<file path="config.mk">
export PLATFORM = sky130hd
export DESIGN_NAME = axis_downsizer
export DESIGN_NICKNAME = d
export VERILOG_FILES = /design/src/rtl/axis_pkg.sv /design/src/rtl/axis_keep_scan.sv /design/src/rtl/axis_downsizer.sv
export SDC_FILE = /design/constraint.sdc
export NUM_CORES = 1
export LEC_CHECK = 0
export CORE_MARGIN = 2
export CORE_UTILIZATION = 46
export DETAILED_ROUTE_END_ITERATION = 10
export HOLD_SLACK_MARGIN = 0.12
export PLACE_DENSITY = 0.8
export SLEW_MARGIN = 40
export SYNTH_ARGS = -nofsm -noshare
export SYNTH_HDL_FRONTEND = slang
export SYNTH_SLANG_ARGS = --single-unit
</file>
<file path="constraint.sdc">
create_clock -name clk -period 2 [get_ports clk]
set_input_delay 0.4 -clock clk [delete_from_list [all_inputs] [get_ports clk]]
set_output_delay 0.4 -clock clk [all_outputs]
set_load 0.02 [all_outputs]
</file>
<file path="src/rtl/axis_pkg.sv">
// Shared helpers for the AXI-Stream width converters: state encoding and mask utilities.
// Latency: n/a (types and pure functions only).
// Backpressure: n/a.
// Mask helpers take masks zero-extended to MAX_WORDS bits so a single function serves every bus width.
package axis_pkg;

  localparam int MAX_WORDS = 64;
  localparam int MAX_IDX_W = 6;

  typedef enum logic {
    ST_EMPTY = 1'b0,
    ST_DRAIN = 1'b1
  } ds_state_t;

  function automatic int ceil_div(input int a, input int b);
    return (a + b - 1) / b;
  endfunction

  // Index of the lowest set bit; 0 when the mask is empty.
  function automatic int lowest_set(input logic [MAX_WORDS-1:0] mask);
    int idx;
    idx = 0;
    for (int i = MAX_WORDS - 1; i >= 0; i--) begin
      if (mask[i]) idx = i;
    end
    return idx;
  endfunction

  // True when bit idx is set and no higher bit is set.
  function automatic logic is_highest_set(input logic [MAX_WORDS-1:0] mask, input int idx);
    logic hi;
    hi = mask[idx[MAX_IDX_W-1:0]];
    for (int i = 0; i < MAX_WORDS; i++) begin
      if (i > idx && mask[i]) hi = 1'b0;
    end
    return hi;
  endfunction

endpackage

</file>
<file path="src/rtl/axis_keep_scan.sv">
// Priority encoder over a word mask: lowest set index, any-set, exactly-one-set.
// Latency: combinational.
// Backpressure: none.
// Ports: mask (N bits) in; idx (lowest set bit), any, only_one out.
module axis_keep_scan
  import axis_pkg::*;
#(
  parameter int N     = 4,
  parameter int IDX_W = (N > 1) ? $clog2(N) : 1
) (
  input  logic [N-1:0]     mask,
  output logic [IDX_W-1:0] idx,
  output logic             any,
  output logic             only_one
);

  logic [MAX_WORDS-1:0] mask_ext;
  int                   lo;

  assign mask_ext = MAX_WORDS'(mask);
  assign lo       = lowest_set(mask_ext);
  assign idx      = IDX_W'(lo);
  assign any      = |mask;
  // The lowest set bit is also the highest exactly when a single bit remains.
  assign only_one = any && is_highest_set(mask_ext, lo);

endmodule

</file>
<file path="src/rtl/axis_downsizer.sv">
// Wide-to-narrow AXI-Stream converter: emits only kept words, lowest index first, m_last on final kept word.
// Latency: first word of a beat accepted at edge T is valid in cycle T+1; one word per cycle after that.
// Backpressure: s_ready = !full || (m_ready && last word presented); with AXIS_DOWNSIZER_REG_READY_EN it is a flop (!full), costing one bubble per beat.
// Ports: clk, rst (async, active high); s_valid/s_ready/s_data/s_keep/s_last wide slave side;
//        m_valid/m_ready/m_data/m_last narrow master side. m_* outputs are registered.
// Build option: define AXIS_DOWNSIZER_REG_READY_EN to break the m_ready -> s_ready combinational path.
module axis_downsizer
  import axis_pkg::*;
#(
  parameter int  WORD_W         = 8,
  parameter int  BUS_W          = 32,
  localparam int WORDS_PER_BEAT = ceil_div(BUS_W, WORD_W)
) (
  input  logic                                  clk,
  input  logic                                  rst,
  input  logic                                  s_valid,
  output logic                                  s_ready,
  input  logic [WORDS_PER_BEAT-1:0][WORD_W-1:0] s_data,
  input  logic [WORDS_PER_BEAT-1:0]             s_keep,
  input  logic                                  s_last,
  output logic                                  m_valid,
  input  logic                                  m_ready,
  output logic [WORD_W-1:0]                     m_data,
  output logic                                  m_last
);

  localparam int IDX_W = (WORDS_PER_BEAT > 1) ? $clog2(WORDS_PER_BEAT) : 1;

  generate
    if ((BUS_W % WORD_W) != 0 || WORDS_PER_BEAT < 1 || WORDS_PER_BEAT > MAX_WORDS) begin : g_bad_params
      $fatal(1, "axis_downsizer: BUS_W must be a non-zero multiple of WORD_W within MAX_WORDS words");
    end
  endgenerate

  ds_state_t                            state_q, state_d;
  logic [WORDS_PER_BEAT-1:0][WORD_W-1:0] data_q, data_d;
  logic [WORDS_PER_BEAT-1:0]             keep_q, keep_d;
  logic                                  last_q, last_d;
  logic [IDX_W-1:0]                      idx_q;
  logic [IDX_W-1:0]                      scan_idx;
  logic                                  scan_any, scan_one;
  logic [WORD_W-1:0]                     m_data_d;
  logic                                  m_last_d;
  logic                                  m_fire, s_fire;

  assign m_valid = (state_q == ST_DRAIN);
  assign m_fire  = m_valid && m_ready;
  assign s_fire  = s_valid && s_ready;

  // Scan the *next* remaining mask so the presented word and m_last can be registered.
  axis_keep_scan #(
    .N     (WORDS_PER_BEAT),
    .IDX_W (IDX_W)
  ) u_scan (
    .mask     (keep_d),
    .idx      (scan_idx),
    .any      (scan_any),
    .only_one (scan_one)
  );

  always_comb begin
    data_d = data_q;
    keep_d = keep_q;
    last_d = last_q;
    if (m_fire) begin
      keep_d = keep_q & ~(WORDS_PER_BEAT'(1) << idx_q);
    end
    // A beat is only accepted when the buffer is empty or being emptied this edge,
    // so loading over the old contents never loses a word. keep==0 loads an empty mask,
    // which discards the beat (and its last flag) outright.
    if (s_fire) begin
      data_d = s_data;
      keep_d = s_keep;
      last_d = s_last;
    end
    state_d  = scan_any ? ST_DRAIN : ST_EMPTY;
    m_data_d = data_d[scan_idx];
    m_last_d = last_d && scan_one;
  end

  always_ff @(posedge clk or posedge rst) begin
    if (rst) begin
      state_q <= ST_EMPTY;
      data_q  <= '0;
      keep_q  <= '0;
      last_q  <= 1'b0;
      idx_q   <= '0;
      m_data  <= '0;
      m_last  <= 1'b0;
    end else begin
      state_q <= state_d;
      data_q  <= data_d;
      keep_q  <= keep_d;
      last_q  <= last_d;
      idx_q   <= scan_idx;
      if (scan_any) begin
        m_data <= m_data_d;
        m_last <= m_last_d;
      end else begin
        m_last <= 1'b0;
      end
    end
  end

`ifdef AXIS_DOWNSIZER_REG_READY_EN
  logic s_ready_q;

  always_ff @(posedge clk or posedge rst) begin
    if (rst) begin
      s_ready_q <= 1'b0;
    end else begin
      s_ready_q <= (state_d == ST_EMPTY);
    end
  end

  assign s_ready = s_ready_q;
`else
  // Registered "one word left" flag keeps the m_ready -> s_ready path to a single AND/OR.
  logic one_left_q;

  always_ff @(posedge clk or posedge rst) begin
    if (rst) begin
      one_left_q <= 1'b0;
    end else begin
      one_left_q <= scan_one;
    end
  end

  assign s_ready = !rst && (!m_valid || (m_ready && one_left_q));
`endif

endmodule

</file>
==> out/results.txt <==
Layout Nets -> 387
Mapped cell area -> 2500 µm²
Kind of cell adding the most delay to the critical path -> buffers and inverters
Die ar. -> 6030 µm²
Grt total ovfl -> 0
Worst Hold Class -> reg2reg
Mapped Cells -> 270
Maximum fanout along the worst path -> 8
Worst R2R Setup Slack -> 0.10 ns
Worst hold start -> last_q$_DFF_PP0_
Gr usage total -> 19.7%
Fin. max-slew vios -> 0
DRC -> 0
First-pass GRT wire length -> 9430 µm
Tcrit/Tclk final -> 96.1%
RSZ-0062 raised after global routing -> yes
Status -> finished clean
CTS Sinks -> 50
DR vias -> 2177
Critical path type -> in2reg
Pwr Total -> 5.20 mW
Critical Path Start Type -> input pin
M2 GR Usage -> 35.4%
Initial Utilization -> 48.3%
Most prevalent standard cell on the critical path -> a21oi_1
Gr busiest metal -> met2
Die H -> 77.7 µm
Synth async-reset ratio -> 100%
Worst R2R Start -> idx_q[0]$_DFF_PP0_
TNS Setup -> 0 ns
Die X -> 77.7 µm
Fmax -> 520 MHz
FILL cells -> 423
ANT cells -> 0
TritonCTS Buffers -> 5
Worst R2R Path Depth -> 6
Slew HR -> 58.1%
Peak VDD IR -> 0.000850 V
CP arrival -> 2.10 ns
Avg Cell Area, Syn -> 9.25 µm²
Drt initial violations -> 127
Ys flop type -> dfrtp_1
Final Wtd Congestion -> 0.830
EDFF count, synth -> 0
Avg WL per Cell -> 13.9 µm
Ys Warns -> 0
Post-route ant nets -> 0
Seq/Total Area, Yosys -> 50.1%
Core area -> 5170 µm²
Tmin final -> 1.92 ns
Root buffer cell -> clkbuf_8
Final setup fails -> 0
Largest net degree at the start of global routing -> 51
Worst r2r dst -> m_data[0]$_DFFE_PP0P_
Dpl hpwl -> 4240 µm
Max Clock Skew -> 0.0101 ns
Worst path required time -> 2.17 ns
Met3 usage -> 3.72%
Final WL -> 5810 µm
Num ports -> 52
Sum of buffers and inverters on the critical path -> 1
Worst slew pin tran -> 0.629 ns
Layout cells sized above 1 -> 17.3%
Clk Latency, worst-skew pair -> 0.30 ns
CTS max path bufs -> 2
Max cap viols -> 0
Initial antenna violation count -> 0
Yosys cell types -> 43
First drt pass iteration count -> 4
Syn nets -> 311
Reg clk slew, reported paths -> 0.09 ns
CTS tree -> built
Port bufs -> 51
WHS Endpoint -> last_q$_DFF_PP0_
Hold path depth -> 2
PD cells -> 1540 nW/µm²
Cell Chain, Critical Path -> clkdlybuf4s50_1 -> nor2b_2 -> and2_4 -> mux2i_4 -> a21oi_1 -> a221oi_1 -> a21oi_1
Fin. Hold Viols -> 0
Vias/cell -> 5.22
H-tree depth -> 2
Vias in the first global route -> 2178
FF+latch count, synth -> 50
M1 GR Usage -> 23.7%
Max incr delay on CP -> 0.48 ns
FP Rows -> 26
Leakage -> 1.61 nW
CP endpoint kind -> register
Crit path max-delay cell type -> clkdlybuf4s50_1
Area Overhead vs Synth -> 34.8%
==> routing by layer <==
layer	share of wire [%]	routed length, µm
met1	42	2460
met2	53	3080
met3	4.3	248
met4	0.33	19
met5	0	0
==> worst register-to-register path, delay by kind of cell, from the launching register on <==
kind               cells  cell delay (ns)
AOI/OAI and AO/OA      4             0.70
DFF                    1             0.44
muxes                  2             0.63
==> final cells by class <==
type                    instances  area [µm²]  area share (%)
clock buffers                   7        86.3            2.56
inverters                       5        22.5           0.669
multi-input cells             199        1140            33.8
clock inverters                 1        5.00           0.149
flip-flops and latches         50        1250            37.2
repair buffers                 85         776            23.0
well taps                      70        87.6            2.60
==> Yosys cell counts, types with 4 or more instances <==
cell / count / area share [%]
buf_2: 8 / 1.6
a21oi_1: 17 / 3.4
buf_6: 4 / 1.8
o21ai_0: 5 / 1.0
nand3_1: 4 / 0.80
nand2_1: 98 / 15
inv_1: 5 / 0.75
a221oi_1: 5 / 1.8
dfrtp_1: 50 / 50
nor2_1: 12 / 1.8
mux2i_1: 16 / 6.4
nor3_1: 5 / 1.0
==> sequential cells by signal, summed over array words and instances, names as in the netlist <==
register	count
data_q	32
m_data	8
keep_q	4
idx_q	2
last_q	1
m_last	1
m_valid	1
one_left_q	1
==> cell families (layout without fill, tap and decap cells) <==
family	count (synthesis)	count (layout)	share of synthesized area [%]
xor gates and xnor gates	1	1	0.351
DFF	50	50	50.1
AOI/OAI and AO/OA	47	47	14.2
buffers and inverters	21	98	5.06
and+or+nand+nor	132	132	22.1
muxes	19	19	8.22
==> where the power goes <==
part | switching (mW) | internal [mW]
clock network | 0.323 | 0.280
logic | 1.45 | 1.35
registers | 0.272 | 1.53
==> layout by cell type, fill, tap and decap left out, types with 3 or more instances in the layout <==
cell / Yosys / layout
mux2i_1: 16 / 15
clkbuf_8: 0 / 6
buf_4: 2 / 33
o21ai_0: 5 / 5
a221oi_1: 5 / 3
dfrtp_1: 50 / 50
inv_1: 5 / 4
nand2_1: 98 / 98
a21oi_1: 17 / 17
nand3_1: 4 / 4
nor2_1: 12 / 12
nor3_1: 5 / 5
clkdlybuf4s50_1: 0 / 49
==> worst max path at each step <==
stage | from | end | slack (ns) | cells after the start
4_1_cts | rst | m_data[0]$_DFFE_PP0P_ | 0.06 | 7
2_1_floorplan | rst | s_ready | 0.08 | 2
3_5_place_dp | m_ready | m_data[2]$_DFFE_PP0P_ | -0.35 | 7
5_1_grt | rst | m_data[0]$_DFFE_PP0P_ | -0.02 | 7
3_3_place_gp | m_ready | m_data[0]$_DFFE_PP0P_ | -0.28 | 7
6_report | rst | m_data[0]$_DFFE_PP0P_ | 0.08 | 7
==> through the flow <==
step / hold WS (ns) / setup slack (ns) / utilization [%] / instance area [µm²] / instances
after floorplan: 0.433 / 0.0791 / - / 2500 / 270
after global placement: 0.450 / -0.278 / 62.9 / 3250 / 408
after detailed placement: 0.463 / -0.352 / 62.9 / 3250 / 408
after CTS: 0.485 / 0.0579 / 64.8 / 3350 / 416
after global routing: 0.510 / -0.0180 / 65.1 / 3370 / 417
final: 0.481 / 0.0777 / 65.1 / 3370 / 417
==> timing repair <==
item                                    CTS  global route
hold buffers                              0             0
pin swaps                                 1             3
gates resized for setup                   4             2
hold endpoints to repair                  0             0
endpoints found under the setup margin    5             5
buffers inserted                          0             1
Note: power is estimated with default switching activity, not from simulation.
